`src/rtl/mpmc11_pkg.sv`:
```
// Shared types for the mpmc11 reservation table.
// Request opcodes, the entry record and default sizing.
package mpmc11_pkg;

  localparam int D_NAR  = 8;
  localparam int D_CHW  = 4;
  localparam int D_AW   = 32;
  localparam int D_GRAN = 5;
  localparam int D_TMO  = 1023;
  localparam int D_TW   = $clog2(D_TMO);

  typedef enum logic [1:0] {
    RSV = 2'd0,
    WR  = 2'd1,
    WRC = 2'd2,
    CLR = 2'd3
  } resv_op_t;

  typedef struct packed {
    logic                   vld;
    logic [D_CHW-1:0]       ch;
    logic [D_AW-D_GRAN-1:0] gran;
    logic [D_TW-1:0]        timer;
  } resv_entry_t;

endpackage

```
`src/rtl/mpmc11_resv_table_if.sv`:
```
// Request/response handshake between the arbiter
// and the reservation table.
interface mpmc11_resv_table_if
  import mpmc11_pkg::*;
#(
  parameter int CHW = D_CHW,
  parameter int AW  = D_AW
);

  logic           req_valid;
  logic           req_ready;
  resv_op_t       req_op;
  logic [CHW-1:0] req_ch;
  logic [AW-1:0]  req_adr;
  logic           rsp_valid;
  logic           rsp_ok;

  modport master (
    output req_valid, req_op, req_ch, req_adr,
    input  req_ready, rsp_valid, rsp_ok
  );

  modport slave (
    input  req_valid, req_op, req_ch, req_adr,
    output req_ready, rsp_valid, rsp_ok
  );

endinterface

```
`src/rtl/mpmc11_resv_entry.sv`:
```
// One reservation entry: owner channel, granule,
// and a lifetime timer.
module mpmc11_resv_entry #(
  parameter int CHW = 4,
  parameter int GW  = 27,
  parameter int TMO = 1023
) (
  input  logic           clk,
  input  logic           rst_n,
  input  logic           load,
  input  logic           inv,
  input  logic           ten,
  input  logic [CHW-1:0] req_ch,
  input  logic [GW-1:0]  req_gran,
  output logic           vld,
  output logic           chan_hit,
  output logic           gran_hit
);

  localparam int TW = (TMO > 1) ? $clog2(TMO) : 1;
  localparam logic [TW-1:0] TLAST =
    TW'((TMO > 0) ? TMO - 1 : 0);

  logic [CHW-1:0] ch;
  logic [GW-1:0]  gran;
  logic [TW-1:0]  timer;
  logic           expire;

  assign expire   = ten & vld & (timer == TLAST);
  assign chan_hit = vld & (ch == req_ch);
  assign gran_hit = vld & (gran == req_gran);

  // a reload beats expiry in the same cycle
  always_ff @(posedge clk or negedge rst_n) begin
    if (!rst_n) begin
      vld   <= 1'b0;
      ch    <= '0;
      gran  <= '0;
      timer <= '0;
    end else if (load) begin
      vld   <= 1'b1;
      ch    <= req_ch;
      gran  <= req_gran;
      timer <= '0;
    end else if (inv | expire) begin
      vld   <= 1'b0;
      timer <= '0;
    end else if (vld & ten) begin
      timer <= timer + 1'b1;
    end
  end

endmodule

```
`src/rtl/mpmc11_resv_table.sv`:
```
// LR/SC reservation table shared by all controller
// channels; one request per cycle, registered result.
module mpmc11_resv_table
  import mpmc11_pkg::*;
#(
  parameter int NAR  = D_NAR,
  parameter int CHW  = D_CHW,
  parameter int AW   = D_AW,
  parameter int GRAN = D_GRAN,
  parameter int TMO  = D_TMO
) (
  input  logic                     clk,
  input  logic                     rst_n,
  input  logic                     flush,
  mpmc11_resv_table_if.slave       bus,
  output logic [NAR-1:0]           resv_vld,
  output logic [$clog2(NAR+1)-1:0] occupancy
);

  localparam int GW = AW - GRAN;
  localparam int VW = (NAR > 1) ? $clog2(NAR) : 1;
  localparam int OW = $clog2(NAR + 1);

  logic           accept;
  logic [GW-1:0]  gran;
  logic [NAR-1:0] chan_hit;
  logic [NAR-1:0] gran_hit;
  logic [NAR-1:0] load;
  logic [NAR-1:0] inv;
  logic [NAR-1:0] own_sel;
  logic [NAR-1:0] free_sel;
  logic [VW-1:0]  victim;
  logic           pass;
  logic           replace;

  assign bus.req_ready = ~flush;
  assign accept = bus.req_valid & ~flush;
  assign gran   = bus.req_adr[AW-1:GRAN];
  assign pass   = |(chan_hit & gran_hit);

  for (genvar i = 0; i < NAR; i++) begin : g_ent
    mpmc11_resv_entry #(
      .CHW (CHW),
      .GW  (GW),
      .TMO (TMO)
    ) u_ent (
      .clk      (clk),
      .rst_n    (rst_n),
      .load     (load[i]),
      .inv      (inv[i]),
      .ten      (TMO != 0),
      .req_ch   (bus.req_ch),
      .req_gran (gran),
      .vld      (resv_vld[i]),
      .chan_hit (chan_hit[i]),
      .gran_hit (gran_hit[i])
    );
  end

  // lowest-index one-hot picks
  always_comb begin
    own_sel  = '0;
    free_sel = '0;
    for (int i = NAR - 1; i >= 0; i--) begin
      if (chan_hit[i]) begin
        own_sel    = '0;
        own_sel[i] = 1'b1;
      end
      if (!resv_vld[i]) begin
        free_sel    = '0;
        free_sel[i] = 1'b1;
      end
    end
  end

  always_comb begin
    load    = '0;
    inv     = '0;
    replace = 1'b0;
    if (flush) begin
      inv = '1;
    end else if (accept) begin
      unique case (bus.req_op)
        RSV: begin
          if (|chan_hit) begin
            load = own_sel;
          end else if (!(&resv_vld)) begin
            load = free_sel;
          end else begin
            load[victim] = 1'b1;
            replace      = 1'b1;
          end
        end
        WR:  inv = gran_hit;
        WRC: inv = pass ? gran_hit : chan_hit;
        CLR: inv = chan_hit;
        default: ;
      endcase
    end
  end

  always_ff @(posedge clk or negedge rst_n) begin
    if (!rst_n) begin
      victim <= '0;
    end else if (flush) begin
      victim <= '0;
    end else if (replace) begin
      if (victim == VW'(NAR - 1))
        victim <= '0;
      else
        victim <= victim + 1'b1;
    end
  end

  always_ff @(posedge clk or negedge rst_n) begin
    if (!rst_n) begin
      bus.rsp_valid <= 1'b0;
      bus.rsp_ok    <= 1'b0;
    end else begin
      bus.rsp_valid <= accept;
      bus.rsp_ok    <= accept &
                       ((bus.req_op != WRC) | pass);
    end
  end

  always_comb begin
    occupancy = '0;
    for (int i = 0; i < NAR; i++)
      occupancy = occupancy + OW'(resv_vld[i]);
  end

endmodule
```
`src/flat_wrapper.sv`:
```
// flat-port wrapper written by rule: the top's interface ports become plain ports
module mpmc11_resv_table_flat import mpmc11_pkg::*;
#(
  parameter int NAR  = D_NAR,
  parameter int CHW  = D_CHW,
  parameter int AW   = D_AW,
  parameter int GRAN = D_GRAN,
  parameter int TMO  = D_TMO
)
  (clk, rst_n, flush, resv_vld, occupancy, bus_req_valid, bus_req_op, bus_req_ch, bus_req_adr, bus_req_ready, bus_rsp_valid, bus_rsp_ok);
  mpmc11_resv_table_if #(.CHW(CHW), .AW(AW)) bus_i ();
  input  logic clk;
  input  logic rst_n;
  input  logic flush;
  output logic [NAR-1:0] resv_vld;
  output logic [$clog2(NAR+1)-1:0] occupancy;
  input wire logic [$bits(bus_i.req_valid)-1:0] bus_req_valid;
  input wire logic [$bits(bus_i.req_op)-1:0] bus_req_op;
  input wire logic [$bits(bus_i.req_ch)-1:0] bus_req_ch;
  input wire logic [$bits(bus_i.req_adr)-1:0] bus_req_adr;
  output wire logic [$bits(bus_i.req_ready)-1:0] bus_req_ready;
  output wire logic [$bits(bus_i.rsp_valid)-1:0] bus_rsp_valid;
  output wire logic [$bits(bus_i.rsp_ok)-1:0] bus_rsp_ok;
  assign bus_i.req_valid = bus_req_valid;
  assign bus_i.req_op = bus_req_op;
  assign bus_i.req_ch = bus_req_ch;
  assign bus_i.req_adr = bus_req_adr;
  assign bus_req_ready = bus_i.req_ready;
  assign bus_rsp_valid = bus_i.rsp_valid;
  assign bus_rsp_ok = bus_i.rsp_ok;
  mpmc11_resv_table #(.NAR(NAR), .CHW(CHW), .AW(AW), .GRAN(GRAN), .TMO(TMO)) u_core (.clk(clk), .rst_n(rst_n), .flush(flush), .bus(bus_i), .resv_vld(resv_vld), .occupancy(occupancy));
endmodule
```
`config.mk`:
```
export PLATFORM = sky130hd
export DESIGN_NAME = mpmc11_resv_table_flat
export DESIGN_NICKNAME = d
export VERILOG_FILES = /design/src/rtl/mpmc11_pkg.sv /design/src/rtl/mpmc11_resv_table_if.sv /design/src/rtl/mpmc11_resv_entry.sv /design/src/rtl/mpmc11_resv_table.sv /design/src/flat_wrapper.sv
export SDC_FILE = /design/constraint.sdc
export NUM_CORES = 1
export LEC_CHECK = 0
export BUFFER_PORTS_ARGS = -buffer_cell sky130_fd_sc_hd__buf_2
export CAP_MARGIN = 10
export CELL_PAD_IN_SITES_DETAIL_PLACEMENT = 1
export CELL_PAD_IN_SITES_GLOBAL_PLACEMENT = 2
export CORE_AREA = 2 2 197 199
export DETAILED_ROUTE_END_ITERATION = 7
export DIE_AREA = 0 0 199 201
export PLACE_DENSITY_LB_ADDON = 0.1
export SYNTH_ARGS = -nofsm -noshare
export SYNTH_HDL_FRONTEND = slang
export SYNTH_HIERARCHICAL = 1
export SYNTH_SLANG_ARGS = --single-unit
```
`constraint.sdc`:
```
create_clock -name clk -period 8.3 [get_ports clk]
set_clock_uncertainty 0.05 [all_clocks]
set_input_delay 1.66 -clock clk [delete_from_list [all_inputs] [get_ports clk]]
set_output_delay 1.66 -clock clk [all_outputs]
set_load 0.01 [all_outputs]
```
==> run metrics, run 1 <==
final net count 1644; multiplexer area fraction after synthesis 16.57%; die height 201 µm; pre-CTS setup slack 2.364 ns; cell accounting for the most synthesized area dfrtp_1; DR DRC count 0; PD cells 196.7 nW/µm²; Util after Layout 52.35%; placed cell count 2051; dpl hpwl 26.97 mm; Worst EP arrival 5.75 ns; register share of total power 45.8%; GRT Total Usage 21.86%; Bufs on Longest Clock Path 3; Crit Path Class input port to flop; PostCTS Resize Cnt 0; post-route ant nets 0; most frequent cells in the layout 341 x dfrtp_1, 289 x xnor2_1, 248 x mux2_2; area of the die 40000 µm²; setup slack, reg-to-reg 3.93 ns; DR WL/cell 19.70 µm; fin cells 2123; Slew HR 30.56%; sequential fraction of the synthesis area 48.47%; logic gate share of total power 8.8%; Crit. End Element flop; Core Region 38110 µm²; post-synthesis cell area 17610 µm²; minimum clock period 5.342 ns; post-synthesis compound-gate area fraction 2.573%; post-route cell area 19950 µm²; internal power 2.986 mW; first-pass GRT wire length 67.94 mm; post-route setup slack 2.958 ns; setup TNS 0 ns; PnR Total Power 3.924 mW; Hold Buf Count CTS 0; CTS sink cnt 341; Psw 0.9377 mW; crit path from bus_req_adr[24]; initial core utilization 46.20%; peak supply drop 194.2 µV; number of enable flip-flop cells after synthesis 0; #FFs+latches synth 341; clock power share 45.4%; endpoints failing setup 0; Netlist cell types 51; Antenna Cells 0; Fin. Hold Viols 0; simple-gate share of the synthesized area 11.64%; IO Pins 57; reg2reg start u_core/g_ent[4].u_ent/vld; post-synthesis cell count 1462; Post-synth top flop dfrtp_1; Crit Reg-Reg Endpoint u_core/g_ent[0].u_ent/timer[1]; Placer Congestion 0.7660; RSZ-0062 raised after global routing no; Yosys warning count 6; leak pwr 8.614 nW; total clock buffers created by CTS 40; FP Rows 72; Hold WC Path Type flop to flop; gr ovfl total 0; Clk Latency, worst-skew pair 0.56 ns; Final Max Tran Viols 0; Port Buffer Count 51; Worst EP required 8.70 ns; share of the synthesized area in the top cell type 48.47%; final worst path period share 64.36%; DP Area 18610 µm²; largest net degree at the start of global routing 136; CP endpoint u_core/g_ent[0].u_ent/timer[1]; commonest non-fill, non-tap cell in the layout dfrtp_1; fraction of registers with async set/reset 100.0%; R2R cell count 10; Synth Area per Inst 12.04 µm²; highest clock rate 187.2 MHz; Synth Area in XOR/XNOR 15.97%; vias in the first global route 12073; vias per cell 5.309; via count 11270; critical path peak fanout 16; Die W 199 µm; Final Routed Wirelength 41.81 mm; drt pass-1 iters 4; drt first-iter violations 410; Synth area leaders dfrtp_1 48%, mux2_2 16%, xnor2_1 14%; Layout area overhead 13.30%; max cap viols 0; CTS tree yes; Worst Tran Pin Value 1.032 ns; Setup Buffers After CTS 0; share of layout cells above drive strength 1 26.73%; adder-cell share of the synthesized area 2.089%; clock slew seen by the registers of the worst setup and hold paths 0.06 ns; CP Launch Type input port; Sw Share 23.90%; status complete, no violations; initial antenna violation count 0; CTS root buffer clkbuf_16; H-tree depth 2; largest family of logic cells by synthesized area multiplexers; Hold Slack 0.4747 ns
## critical path: stages
cell and delay [ns]:
buf_2 0.32, xnor2_1 0.19, nand4_1 0.19, or4_1 0.62, nor4_1 0.73, a22oi_1 0.20
and4_4 0.29, and3_4 0.23, a221o_1 0.44, or3_1 0.56, a311oi_1 0.30
## power by group through the flow
| stage | combinational, mW | clock [mW] | sequential, mW |
|---|---|---|---|
| 4_1_cts | 0.352 | 1.84 | 1.80 |
| 2_1_floorplan | 0.221 | 0 | 1.82 |
| 5_1_grt | 0.382 | 1.90 | 1.81 |
| 3_3_place_gp | 0.341 | 0 | 1.82 |
| 6_report | 0.344 | 1.78 | 1.80 |
| 3_5_place_dp | 0.347 | 0 | 1.83 |
## flip-flops by register name, summed over array words and instances (netlist names)
name and count:
u_core/g_ent.u_ent/gran 216, u_core/g_ent.u_ent/timer 80, u_core/g_ent.u_ent/ch 32, u_core/g_ent.u_ent/vld 8, u_core/victim 3, u_core/bus.rsp_ok 1, u_core/bus.rsp_valid 1
## layout make-up
type	count	area [µm²]
Clock inverter	10	110.1
Inverter	31	116.4
Clock buffer	62	1225
Sequential cell	341	8533
Multi-Input combinational cell	1085	8850
Tap cell	518	648.1
Fill cell	3974	18160
Timing Repair Buffer	76	465.4
## per-layer routing
metal  GRT usage, %  vias to the layer above  routed length (µm)  share of wire [%]
met1          28.70                     5803               18570                 44
li1               -                     5285                   -                  -
met5              0                        -                   0                  0
met4          5.917                        0                 829                2.0
met2          37.70                      131               21070                 50
met3          3.108                       51                1343                3.2
## cells in the mapped netlist, types with 9 or more instances
| library cell | n |
|---|---|
| buf_2 | 25 |
| nand2_1 | 39 |
| nand4_1 | 65 |
| inv_1 | 31 |
| xor2_1 | 32 |
| nor4_1 | 25 |
| nor3_1 | 28 |
| clkbuf_1 | 10 |
| mux2_2 | 248 |
| a21oi_1 | 11 |
| ha_1 | 23 |
| nand4_2 | 9 |
| xnor2_1 | 289 |
| mux2i_1 | 9 |
| a221o_1 | 9 |
| nand3_1 | 46 |
| or3_1 | 9 |
| dfrtp_1 | 341 |
| nor2_1 | 112 |
| buf_6 | 17 |
## worst min path at each step
stage,start,endpoint,slack (ns),depth (start not counted)
after CTS,u_core/g_ent[4].u_ent/gran[13],u_core/g_ent[4].u_ent/gran[13],0.48,1
final,u_core/g_ent[4].u_ent/gran[5],u_core/g_ent[4].u_ent/gran[5],0.47,1
after detailed placement,u_core/g_ent[1].u_ent/ch[3],u_core/g_ent[1].u_ent/ch[3],0.47,1
after global placement,u_core/g_ent[7].u_ent/ch[0],u_core/g_ent[7].u_ent/ch[0],0.46,1
after floorplan,u_core/g_ent[0].u_ent/ch[0],u_core/g_ent[0].u_ent/ch[0],0.45,1
after global routing,u_core/g_ent[0].u_ent/ch[0],u_core/g_ent[0].u_ent/ch[0],0.49,1
## logic make-up after synthesis
| family | Yosys count |
|---|---|
| other cells | 1 |
| simple gates | 369 |
| compound gates | 60 |
| buf+inv | 83 |
| xor+xnor | 321 |
| fa+ha+maj | 27 |
| mux | 260 |
| flops | 341 |
Power figures use the tool's default switching activity.
==> run 2, diff against run 1 <==
Settings changed: CORE_AREA 2 2 197 199 to 2 2 204 206, DIE_AREA 0 0 199 201 to 0 0 206 208.
Clock period 8.3 ns to 5 ns, I/O delays scaled along.
==> run 2 against run 1 <==
Sequential share of layout area fell by 0.51 points. Worst hold slack worse by 0.074 ns. Core utilization decreased by 2.6 points. Die area rose by 7.1%. Sequential cell count did not move. Global-route usage down 1.4 points.
==> run metrics, run 2 (same netlist as run 1, synthesis figures left out) <==
final worst path period share 91.61%; Worst EP required 3.95 ns (was 8.70 ns); Top Registers u_core/g_ent.u_ent/gran x216, u_core/g_ent.u_ent/timer x80, u_core/g_ent.u_ent/ch x32 (unchanged); CP Launch Type flop (was input port); Fin. Hold Viols 0 (unchanged); endpoints failing setup 0 (unchanged); share of layout cells above drive strength 1 27.60% (was 26.73%); first-pass GRT wire length 68.19 mm (was 67.94 mm); final net count 1668 (was 1644); status complete, no violations (unchanged); RSZ-0062 raised after global routing no (unchanged); Hold WC Path Type input port to async pin (was flop to flop); PostCTS Resize Cnt 0 (unchanged); clock power share 45.6% (was 45.4%); gr ovfl total 0 (unchanged); drt first-iter violations 442 (was 410); CP max stage delay 0.55 ns (was 0.73 ns); max FFs per register 216 (unchanged); met2 Use GR 35.52% (was 37.70%); Slew HR 45.05% (was 30.56%); Final Max Tran Viols 0 (unchanged); area of the die 42850 µm² (was 40000 µm²); Sw Share 24.02% (was 23.90%); leak pwr 8.744 nW (was 8.614 nW); Psw 1.573 mW (was 0.9377 mW); Setup Buffers After CTS 0 (unchanged); initial antenna violation count 0 (unchanged); post-route setup slack 0.4194 ns (was 2.958 ns); Reg with most FFs u_core/g_ent.u_ent/gran (unchanged); vias per cell 5.248 (was 5.309); CP bufs+invs 4 (was 1); fin cells 2159 (was 2123); met3 Track Usage GR 2.616% (was 3.108%); Slowest-stage cell, CP fa_1 (was nor4_1); initial core utilization 43.41% (was 46.20%); dpl hpwl 28.01 mm (was 26.97 mm); Worst Tran Pin Value 0.8242 ns (was 1.032 ns); most frequent cells in the layout 341 x dfrtp_1, 289 x xnor2_1, 248 x mux2_2 (unchanged); clock slew seen by the registers of the worst setup and hold paths 0.06 ns (about the same); largest net degree at the start of global routing 100 (was 136); Bufs on Longest Clock Path 3 (unchanged); vias in the first global route 12109 (was 12073); Layout area overhead 14.66% (was 13.30%); drt pass-1 iters 4 (unchanged); post-route cell area 20190 µm² (was 19950 µm²); die height 208 µm (was 201 µm); Clk Latency, worst-skew pair 0.57 ns (was 0.56 ns); peak supply drop 237.3 µV (was 194.2 µV); pre-CTS setup slack 0.3378 ns (was 2.364 ns); commonest non-fill, non-tap cell in the layout dfrtp_1 (unchanged); GRT Total Usage 20.44% (was 21.86%); Hold Slack 0.4003 ns (was 0.4747 ns); setup TNS 0 ns (unchanged); Die W 206 µm (was 199 µm); max cap viols 0 (unchanged); post-route ant nets 0 (unchanged); FP Rows 74 (was 72); DR WL/cell 19.62 µm (was 19.70 µm); Antenna Cells 0 (unchanged); Port Buffer Count 51 (unchanged); CTS sink cnt 341 (unchanged); Final Routed Wirelength 42.36 mm (was 41.81 mm); highest clock rate 218.3 MHz; total clock buffers created by CTS 42 (was 40); GR peak layer met2 (unchanged); Placer Congestion 0.7640 (was 0.7660); CTS tree yes (unchanged); placed cell count 2087 (was 2051); DP Area 18830 µm² (was 18610 µm²); Worst EP arrival 3.53 ns (was 5.75 ns); via count 11331 (was 11270); Hold Buf Count CTS 0 (unchanged); Crit. End Element output port (was flop); critical path peak fanout 2 (was 16); Most common cell on crit path fa_1; PD cells 324.4 nW/µm² (was 196.7 nW/µm²); Core Region 40550 µm² (was 38110 µm²); DR DRC count 0 (unchanged); met1 Use GR 26.67% (was 28.70%); crit-path cells fa_1 > inv_1 > fa_1 > fa_1 > inv_1 > ha_1 > inv_1 > fa_1 > xnor2_1 > buf_2 (was buf_2 > xnor2_1 > nand4_1 > or4_1 > nor4_1 > a22oi_1 > and4_4 > and3_4 > a221o_1 > or3_1 > a311oi_1); CP top delay family adder cells (was simple AND/OR/NAND/NOR gates); IO Pins 57 (unchanged); internal power 4.976 mW (was 2.986 mW); register share of total power 45.6% (was 45.8%); H-tree depth 2 (unchanged); minimum clock period 4.581 ns; Crit Path Class flop to output port (was input port to flop); CTS root buffer clkbuf_16 (unchanged); logic gate share of total power 8.8% (about the same)
run 2: changes by cell type in the layout (fill, tap and decap cells not counted):
cell	previous run	this run
clkbuf_8	12	8
inv_6	2	0
buf_12	1	4
clkbuf_1	9	11
clkinvlp_4	1	0
clkinv_4	0	1
buf_4	24	43
clkbuf_16	41	43
clkinv_8	0	2
run 2: worst paths after layout:
| path | to | cells past startpoint | start | slack, ns |
|---|---|---|---|---|
| max | occupancy[2] | 10 | u_core/g_ent[0].u_ent/vld | 0.42 |
| min | u_core/g_ent[2].u_ent/timer[7] | 1 | rst_n | 0.40 |
| max reg2reg | u_core/g_ent[3].u_ent/timer[5] | 11 | u_core/g_ent[4].u_ent/vld | 1.15 |
| min reg2reg | u_core/g_ent[1].u_ent/ch[2] | 1 | u_core/g_ent[1].u_ent/ch[2] | 0.47 |
| max in group asynchronous | u_core/g_ent[4].u_ent/ch[3] | 2 | rst_n | 3.34 |
| min in group clk | u_core/g_ent[1].u_ent/ch[2] | 1 | u_core/g_ent[1].u_ent/ch[2] | 0.47 |
run 2: final cells by class:
type / instances / area (µm²)
fillers: 4326 / 20370
multi-input cells: 1085 / 8850
flip-flops and latches: 341 / 8533
clock buffers: 62 / 1227
repair buffers: 98 / 668.1
well taps: 532 / 665.6
clock inverters: 10 / 126.4
inverters: 31 / 116.4
run 2: power by group through the flow:
stage,sequential [mW],clock (mW),combinational (mW)
after floorplan,3.02,0,0.368
after global placement,3.03,0,0.573
after detailed placement,3.04,0,0.587
after CTS,2.99,3.09,0.593
after global routing,3.01,3.20,0.644
final,2.99,2.98,0.578
run 2: per-stage QoR:
stage | power, mW | util, %
6_report | 6.550 | 49.78
5_1_grt | 6.844 | 49.78
4_1_cts | 6.671 | 49.78
3_5_place_dp | 3.624 | 46.44
3_3_place_gp | 3.600 | 46.44
2_1_floorplan | 3.385 | -
run 2: layer usage:
| metal | vias to the layer above | wire length (µm) | share of wire [%] |
|---|---|---|---|
| li1 | 5314 | - | - |
| met1 | 5817 | 18870 | 45 |
| met2 | 141 | 21250 | 50 |
| met3 | 59 | 1420 | 3.4 |
| met4 | 0 | 825 | 1.9 |
| met5 | - | 0 | 0 |
